<file path="config.mk">
export PLATFORM = sky130hd
export DESIGN_NAME = pipe_core_fwd
export DESIGN_NICKNAME = d
export VERILOG_FILES = /design/src/rtl/pipe_core_fwd.sv
export SDC_FILE = /design/constraint.sdc
export NUM_CORES = 2
export LEC_CHECK = 0
export ABC_AREA = 1
export CORE_MARGIN = 2
export CORE_UTILIZATION = 25
export DETAILED_ROUTE_END_ITERATION = 8
export MAX_ROUTING_LAYER = met4
export RECOVER_POWER = 100
export SLEW_MARGIN = 20
export SYNTH_ARGS = -nofsm -noshare
export SYNTH_HDL_FRONTEND = slang
export SYNTH_SLANG_ARGS = --single-unit
</file>
<file path="constraint.sdc">
create_clock -name clk1 -period 10.8 [get_ports clk1]
set_clock_uncertainty 0.15 [all_clocks]
set_input_delay 2.16 -clock clk1 [delete_from_list [all_inputs] [get_ports clk1]]
set_output_delay 2.16 -clock clk1 [all_outputs]
set_load 0.1 [all_outputs]
</file>
<file path="src/rtl/pipe_core_fwd.sv">
// Five-stage in-order pipeline (IF/ID/EX/MEM/WB) with full operand forwarding,
// load-use interlock, EX-resolved branches and a sticky halt.
module pipe_core_fwd #(
    parameter int DATA_W  = 32,
    parameter int IADDR_W = 10,
    parameter int DADDR_W = 10
) (
    input  logic               clk1,
    input  logic               rst,
    output logic [IADDR_W-1:0] imem_addr,
    input  logic [31:0]        imem_rdata,
    output logic [DADDR_W-1:0] dmem_addr,
    output logic [DATA_W-1:0]  dmem_wdata,
    output logic               dmem_we,
    input  logic [DATA_W-1:0]  dmem_rdata,
    input  logic [4:0]         dbg_raddr,
    output logic [DATA_W-1:0]  dbg_rdata,
    output logic               halted
);
    localparam logic [5:0] OP_ADD = 6'b000000, OP_SUB = 6'b000001, OP_AND = 6'b000010,
                           OP_OR = 6'b000011, OP_SLT = 6'b000100, OP_MUL = 6'b000101,
                           OP_LW = 6'b001000, OP_SW = 6'b001001, OP_ADDI = 6'b001010,
                           OP_SUBI = 6'b001011, OP_SLTI = 6'b001100, OP_BNEQZ = 6'b001101,
                           OP_BEQZ = 6'b001110, OP_HLT = 6'b111111;

    function automatic logic signed [DATA_W-1:0] alu(input logic [5:0] op,
            input logic signed [DATA_W-1:0] a, input logic signed [DATA_W-1:0] b,
            input logic signed [DATA_W-1:0] imm);
        case (op)
            OP_ADD:                return a + b;
            OP_SUB:                return a - b;
            OP_AND:                return a & b;
            OP_OR:                 return a | b;
            OP_SLT:                return (a < b) ? DATA_W'(1) : '0;
            OP_MUL:                return a * b;
            OP_LW, OP_SW, OP_ADDI: return a + imm;
            OP_SUBI:               return a - imm;
            OP_SLTI:               return (a < imm) ? DATA_W'(1) : '0;
            default:               return '0;
        endcase
    endfunction

    logic [DATA_W-1:0] rf [32];
    logic [IADDR_W-1:0] pc;

    logic               vld_p1;
    logic [31:0]        ir_p1;
    logic [IADDR_W-1:0] npc_p1;

    logic                     vld_p2, wen_p2;
    logic [5:0]               op_p2;
    logic [4:0]               rs_p2, rt_p2, dst_p2;
    logic signed [DATA_W-1:0] a_p2, b_p2, imm_p2;
    logic [IADDR_W-1:0]       npc_p2;

    logic                     vld_p3, wen_p3;
    logic [5:0]               op_p3;
    logic [4:0]               dst_p3;
    logic signed [DATA_W-1:0] alu_p3, sd_p3;

    logic              vld_p4, wen_p4;
    logic [5:0]        op_p4;
    logic [4:0]        dst_p4;
    logic [DATA_W-1:0] alu_p4, mdr_p4;

    logic [5:0]               op_d;
    logic [4:0]               rs_d, rt_d, dst_d;
    logic                     use_rs_d, use_rt_d, wen_d, rr_d;
    logic signed [DATA_W-1:0] imm_d, rs_val_d, rt_val_d;
    logic signed [DATA_W-1:0] fa, fb, alu_x;
    logic [IADDR_W-1:0]       target;
    logic [DATA_W-1:0]        wb_data;
    logic                     wb_we, stall, taken, hlt_block;

    assign imem_addr = pc;
    assign dbg_rdata = (dbg_raddr == 5'd0) ? '0 : rf[dbg_raddr];
    assign wb_data   = (op_p4 == OP_LW) ? mdr_p4 : alu_p4;
    assign wb_we     = vld_p4 && wen_p4 && !halted;

    // ID: decode, register read with same-cycle WB bypass
    always_comb begin
        op_d = ir_p1[31:26];
        case (op_d)
            OP_ADD, OP_SUB, OP_AND, OP_OR, OP_SLT, OP_MUL, OP_LW, OP_SW, OP_ADDI,
            OP_SUBI, OP_SLTI, OP_BNEQZ, OP_BEQZ: ;
            default: op_d = OP_HLT;
        endcase
        rs_d     = ir_p1[25:21];
        rt_d     = ir_p1[20:16];
        imm_d    = DATA_W'($signed(ir_p1[15:0]));
        rr_d     = op_d inside {OP_ADD, OP_SUB, OP_AND, OP_OR, OP_SLT, OP_MUL};
        use_rs_d = (op_d != OP_HLT);
        use_rt_d = rr_d || (op_d == OP_SW);
        dst_d    = rr_d ? ir_p1[15:11] : rt_d;
        wen_d    = (rr_d || op_d inside {OP_LW, OP_ADDI, OP_SUBI, OP_SLTI}) && (dst_d != 5'd0);
        rs_val_d = (wb_we && dst_p4 == rs_d) ? wb_data : rf[rs_d];
        rt_val_d = (wb_we && dst_p4 == rt_d) ? wb_data : rf[rt_d];
        stall    = vld_p1 && vld_p2 && (op_p2 == OP_LW) && wen_p2 &&
                   ((use_rs_d && rs_d == dst_p2) || (use_rt_d && rt_d == dst_p2));
    end

    // EX: forwarding EX/MEM over MEM/WB over register-file value
    always_comb begin
        fa = a_p2;
        if (vld_p3 && wen_p3 && dst_p3 == rs_p2)      fa = alu_p3;
        else if (wb_we && dst_p4 == rs_p2)            fa = wb_data;
        fb = b_p2;
        if (vld_p3 && wen_p3 && dst_p3 == rt_p2)      fb = alu_p3;
        else if (wb_we && dst_p4 == rt_p2)            fb = wb_data;
        alu_x     = alu(op_p2, fa, fb, imm_p2);
        target    = npc_p2 + imm_p2[IADDR_W-1:0];
        taken     = vld_p2 && (((op_p2 == OP_BEQZ) && (fa == '0)) ||
                               ((op_p2 == OP_BNEQZ) && (fa != '0)));
        hlt_block = (vld_p2 && op_p2 == OP_HLT) || (vld_p3 && op_p3 == OP_HLT) ||
                    (vld_p4 && op_p4 == OP_HLT);
    end

    // MEM: stores only for a valid SW, never while reset or halted
    assign dmem_addr  = alu_p3[DADDR_W-1:0];
    assign dmem_wdata = sd_p3;
    assign dmem_we    = vld_p3 && (op_p3 == OP_SW) && !halted && !rst;

    always_ff @(posedge clk1) begin
        if (rst) begin
            pc     <= '0;
            vld_p1 <= 1'b0;
            vld_p2 <= 1'b0;
            vld_p3 <= 1'b0;
            vld_p4 <= 1'b0;
            halted <= 1'b0;
        end else if (!halted) begin
            if (taken)                      pc <= target;
            else if (!hlt_block && !stall)  pc <= pc + IADDR_W'(1);
            if (taken || hlt_block)         vld_p1 <= 1'b0;
            else if (!stall)                vld_p1 <= 1'b1;
            vld_p2 <= vld_p1 && !taken && !hlt_block && !stall;
            vld_p3 <= vld_p2;
            vld_p4 <= vld_p3;
            if (vld_p4 && op_p4 == OP_HLT)  halted <= 1'b1;
        end
    end

    always_ff @(posedge clk1) begin
        if (rst) begin
            for (int i = 0; i < 32; i++) rf[i] <= '0;
        end else if (wb_we) begin
            rf[dst_p4] <= wb_data;
        end
    end

    always_ff @(posedge clk1) begin
        if (!halted) begin
            if (!stall) begin
                ir_p1  <= imem_rdata;
                npc_p1 <= pc + IADDR_W'(1);
            end
            op_p2  <= op_d;
            rs_p2  <= rs_d;
            rt_p2  <= rt_d;
            dst_p2 <= dst_d;
            wen_p2 <= wen_d;
            a_p2   <= rs_val_d;
            b_p2   <= rt_val_d;
            imm_p2 <= imm_d;
            npc_p2 <= npc_p1;
            op_p3  <= op_p2;
            dst_p3 <= dst_p2;
            wen_p3 <= wen_p2;
            alu_p3 <= alu_x;
            sd_p3  <= fb;
            op_p4  <= op_p3;
            dst_p4 <= dst_p3;
            wen_p4 <= wen_p3;
            alu_p4 <= alu_p3;
            mdr_p4 <= dmem_rdata;
        end
    end
endmodule

</file>
# [After elaboration in Yosys (flattened, before gate mapping)]
# Memory sizes are Yosys's and may differ from the RTL's. A register that Yosys moved wholly into a read port is not among the register bits.
# Index checks and enable logic that the tools add are counted.
[word_totals] ram_bits=1024 latchBits=0 output_inout_bits=86 elab_cells=176 memories=1 rom_bits=0 inputBits=71 register_bits=321
[classes] reduce_logical=57 div_mod_pow=0 mux=29 shift=0 magnitude_cmp=2 mul=1 add_sub_neg=6 n_eq_ne=49 bitwise_logic=4
[memory_table] memory="rf" depth=32 width=32 read_ports=3 rd_ports_with_merged_regs=2 wr=32 line="43" source="logic [DATA_W-1:0] rf [32];"
[ops] operator="32-bit two-way mux" n=9
[ops] operator="32-bit one-hot mux with 9 select lines" n=1
[ops] operator="6-bit by 4-bit == test with 1-bit output, second input constant" n=21
[ops] operator="5-bit == test" n=8
[ops] operator="6-bit by 2-bit == test with 1-bit output, second input constant" n=6
[ops] operator="6-bit by 3-bit == test with 1-bit output, second input constant" n=6
[ops] operator="32-bit by 16-bit adder with 32-bit output" n=1
[ops] operator="32-bit adder" n=1
[ops] operator="32-bit AND" n=1
[ops] operator="32-bit logical NOT" n=1
[ops] operator="32-bit by 16-bit < comparator with 1-bit output" n=1
[ops] operator="32-bit < comparator" n=1
[ops] operator="32-bit by 32-bit multiplier with 32-bit output" n=1
[ops] operator="32-bit bitwise OR" n=1
[ops] operator="32-bit nonzero test" n=1
[ops] operator="32-bit OR reduction" n=1
[ops] operator="32-bit by 16-bit subtractor with 32-bit output" n=1
[ops] operator="32-bit subtractor" n=1
[ops] operator="1-bit logical AND" n=29
[ops] operator="10-bit two-way mux" n=2
[ops] operator="5-bit two-way mux" n=4
[ops] operator="6-bit by 1-bit == test with 1-bit output, second input constant" n=3
[ops] operator="6-bit == test, second input constant" n=3
[ops] operator="6-bit logical NOT" n=3
[ops] operator="17 further kinds" n=41

# [Depth between registers and ports, before layout]
[depth] word_depth=13 depth_mapped=44 ltp_nobuf=40

# [Worst setup path after synthesis]
# No wires, ideal clock.
[synth_path] path_kind="register to register" start="register halted" end="register alu_p3[29] (data pin)" required_ps=10396 slack_ps=-1038 setup_ps=254 n_path_buf=3 period_less_slack_ps=11838 t_arrival_ps=11433 stages_incl_launch_ff=37 cell_sequence="dfxtp_1 inv_2 nand3_2 nor2_1 nand2_1 nor2_4 buf_2 nand2_1 nand3_1 nand2_1 clkbuf_1 inv_1 clkbuf_1 nor2_1 fa_1 fa_1 inv_1 fa_1 fa_1 inv_1 fa_1 inv_1 fa_1 inv_1 fa_1 fa_1 ha_1 nand2_1 nor2_1 inv_1 o21ai_0 a21oi_1 o21ai_0 a31oi_1 or2_2 nand3_1 nand2_1"
[synth_between] elab_chain_cells=7 elab_cells_between_ends=16 cone_classes="add/sub (4); mul (1); mux (5); bitwise (2); reduce/logical (4)"
[synth_lines] element="start, declared" line="18" source="output logic halted"
[synth_lines] element="start signal, assigned" line="130" source="halted <= 1'b0;"
[synth_lines] element="start signal, assigned" line="139" source="if (vld_p4 && op_p4 == OP_HLT) halted <= 1'b1;"
[synth_lines] element="1-bit logical NOT *"
[synth_lines] element="1-bit logical AND *" line="78" source="assign wb_we = vld_p4 && wen_p4 && !halted;"
[synth_lines] element="1-bit logical AND *" line="109" source="else if (wb_we && dst_p4 == rt_p2) fb = wb_data;"
[synth_lines] element="32-bit two-way mux *" line="109"
[synth_lines] element="32-bit two-way mux *" line="108" source="if (vld_p3 && wen_p3 && dst_p3 == rt_p2) fb = alu_p3;"
[synth_lines] element="named net fb[3]" line="70" source="logic signed [DATA_W-1:0] fa, fb, alu_x;"
[synth_lines] element="32-bit by 32-bit multiplier with 32-bit output, or another cell as far along" line="35" source="OP_MUL: return a * b;"
[synth_lines] element="32-bit one-hot mux with 9 select lines *" line="29" source="case (op)"
[synth_lines] element="named net alu_x[29]" line="70"
[synth_lines] element="end signal, assigned" line="169" source="alu_p3 <= alu_x;"
[synth_lines] element="end, declared" line="59" source="logic signed [DATA_W-1:0] alu_p3, sd_p3;"
# Mark *: on every way through the listed nets, which the timed path passes. The rest lies on a longest branch.
# A chain may end at the register's enable or synchronous reset.

# [Final worst setup path]
[layout_path] start="input dbg_raddr[1]" end="output dbg_rdata[31]"
[layout_between] elab_chain_cells=2 elab_cells_between_ends=3 cone_classes="mux (1); reduce/logical (1); memory (1)"
[layout_lines] element="start, declared" line="16" source="input logic [4:0] dbg_raddr,"
[layout_lines] element="memory 32 x 32 bit / 5-bit logical NOT (equally long branches)"
[layout_lines] element="32-bit two-way mux *" line="76" source="assign dbg_rdata = (dbg_raddr == 5'd0) ? '0 : rf[dbg_raddr];"
[layout_lines] element="end, declared" line="17" source="output logic [DATA_W-1:0] dbg_rdata,"
# Mark *: on every way between the ends. The rest lies on a longest branch, timed or not.

==> impl_results.md <==
* Post-route ant nets at 0
* FP Rows at 232
* Initial Utilization at 0.2508
* Synthesized net count at 13310
* HP Class: register to register
* Width of the die at 636.8 um
* CP required at 8.49 ns
* Nets at 12930
* Die area at 405500 um^2
* Sequential area share after synthesis at 0.4039
* Cells after synthesis at 12510
* Worst r2r path cells at 9
* Share of post-route cells with drive strength above 1 at 0.05728
* Yosys warnings at 0
* WL final at 488300 um
* Worst path max stage delay at 2.13 ns
* Max cap viols at 86
* Final core area utilization at 0.2804
* RePlAce Congestion at 1.043
* Post-CTS setup buffers at 0
* Vias in the first global route at 92200
* Ports at 157
* Fillers at 42270
* Area grow syn2layout at 11.79%
* Total grt overflow at 0
* #FFs+latches synth at 1355
* Hold buffer count at CTS at 0
* Setup ws final at -0.01283 ns
* Sink Count at 1355
* Post-synth EDFFs at 1330
* CTS Buf Count at 168
* Worst-Margin Slew at 7.401 ns
* Vias at 100400
* Die height at 636.8 um
* Fmax at 92.48 MHz
* CTS root buffer: clkbuf_16
* GR peak layer: met2
* Crit-path max FO at 95
* GR met1 Demand/Resource at 0.3090
* Core area at 399100 um^2
* First-pass GRT wire length at 685100 um
* Final period util at 1.001
* CP cell instances: clkbuf_8, clkinvlp_4, clkbuf_2, a32o_1, a21oi_1, o21ai_0, a31oi_1, buf_4, dlygate4sd3_1
* Dpl hpwl at 308200 um
* Min cycle time layout at 10.81 ns
* Fin. Hold Viols at 0
* Post-synth ARST share at 0
* Worst R2R Setup Slack at 0.28 ns
* Antenna violations before repair at 38
* Hold path cells at 0
* Drt drc at 0
* Post-cts sizing count at 0
* Slew Limit Fails at 3545
* Worst-Skew Late Latency at 0.90 ns
* Critical path class: primary input to output pin
* Worst-path clk slew at 0.06 ns
* Iter 0 DRT Violations at 17930
* Count of input and output buffers at 156
* H-tree Lvls at 4
* CTS max path bufs at 4
* WL/cell at 27.82 um
* Syn_area_per_cell at 8.005 um^2
* Largest net degree at the start of global routing at 175
* Grt met2 use at 0.3266
* Netlist Area Pre-Place at 100100 um^2
* Critical path data arrival time at 8.50 ns
* Via density at 5.720
* Critical Path Sink Type: output pin
* Dominant synthesized flop cell: edfxtp_1
* Drt first pass iters at 8
* Failing checks: max-capacitance violations, max-slew violations, negative setup slack
* Status: complete, but fails checks
* Worst relative slew slack at -3.934
* CTS tree: built
* RSZ-0062 raised after global routing: no
* Slowest CP cell: clkinvlp_4
* Met3 Track Usage GR at 0.05341
* Critical Path Source Type: primary input
* Overall global routing resource usage at 0.2371
* Setup-failing EPs final at 1
* Unique masters post-synth at 64
[synth_stat cells, types with 28 or more instances]
library cell,instances,share of area
o21ai_0,2013,0.10
nand3_1,305,0.015
clkbuf_1,887,0.033
o211ai_1,50,0.0037
o21ai_2,39,0.0034
nand4_1,31,0.0019
a31oi_1,44,0.0027
nand2_2,30,0.0019
inv_2,28,0.0010
o22ai_1,612,0.038
nand2_1,1044,0.039
edfxtp_1,1330,0.40
a21oi_1,245,0.012
o221ai_1,276,0.024
buf_2,30,0.0015
nor2_1,3490,0.13
xor2_1,36,0.0031
nor3_1,46,0.0023
inv_1,849,0.032
ha_1,319,0.040
o21ai_1,32,0.0016
fa_1,412,0.082
or2_2,37,0.0023
buf_1,57,0.0021
[per-layer routing]
layer / vias up / wire length, um
li1: 42100 / -
met1: 47950 / 185600
met2: 8560 / 196300
met3: 1757 / 66290
met4: 0 / 40050
met5: - / 0
[cell families after synthesis]
group,Yosys count,share of synthesized area
AO/OA/AOI/OAI,3432,0.1968
XOR/XNOR,58,0.005074
flip-flops,1355,0.4039
multiplexers,1,0.0001125
buffers and inverters,1895,0.07331
adder cells (fa/ha/maj),731,0.1223
AND/OR/NAND/NOR,5035,0.1985
[cells in the final DEF (no fill, tap or decap), types with 12 or more instances in the layout]
cell type         n
nor2_1         3487
o21ai_0        2014
edfxtp_1       1330
nand2_1        1012
inv_1           844
o22ai_1         612
fa_1            412
ha_1            319
nand3_1         303
o221ai_1        276
a21oi_1         245
buf_4           207
clkbuf_16       171
dlygate4sd3_1   131
clkbuf_1        115
nand2_2          62
o211ai_1         50
a31oi_1          44
nor3_1           43
clkinv_1         39
clkinv_2         38
xor2_1           36
or2_2            36
nand4_1          32
o21ai_1          28
diode_2          27
o21ai_2          23
xnor2_1          22
inv_2            21
o21ai_4          19
o32ai_1          18
dfxtp_1          16
buf_12           13
o21a_1           12
o311ai_0         12
[flip-flops by register name, summed over array words and instances, names as in the netlist, 6 cells and up, named ones only]
| signal | count |
|---|---|
| rf | 1024 |
| a_p2 | 32 |
| alu_p3 | 32 |
| alu_p4 | 32 |
| b_p2 | 32 |
| dmem_wdata | 32 |
| ir_p1 | 32 |
| mdr_p4 | 32 |
| imm_p2 | 16 |
| imem_addr | 10 |
| npc_p1 | 10 |
| npc_p2 | 10 |
| op_p2 | 6 |
| op_p3 | 6 |
| op_p4 | 6 |
[critical path: cells and delay by family]
kind | cells | cell delay [ns]
buf+inv | 5 | 5.25
compound gates | 4 | 0.95
[layout make-up]
| type | instances | area (um^2) | area share |
|---|---|---|---|
| Antenna cell | 27 | 67.56 | 0.0006037 |
| Clock buffer | 197 | 4377 | 0.03911 |
| Clock inverter | 97 | 780.7 | 0.006976 |
| Inverter | 888 | 3400 | 0.03038 |
| Multi-Input combinational cell | 9257 | 52610 | 0.4701 |
| Sequential cell | 1355 | 40470 | 0.3616 |
| Tap cell | 5265 | 6588 | 0.05886 |
| Timing Repair Buffer | 462 | 3625 | 0.03239 |
[worst paths after layout]
kind           startpoint             to
min             npc_p1[9]      npc_p2[9]
max          dbg_raddr[1]  dbg_rdata[31]
max reg2reg      register       a_p2[28]
min reg2reg     npc_p1[9]      npc_p2[9]
[per-stage QoR]
step	instances	cell area [um^2]	setup TNS [ns]	worst slack (ns)	hold WS (ns)
after floorplan	12510	100100	0	0.2438	0.2503
after global placement	17230	107300	0	0.9536	0.2522
after detailed placement	17230	107300	0	0.9642	0.2545
after CTS	17520	112400	0	0.8765	0.2434
after global routing	17540	111900	0	0.06850	0.2529
final	17550	111900	-0.01283	-0.01283	0.2556
Power is not shown: default switching activity piles up to over one toggle a cycle in this logic, so the estimate is an artifact.
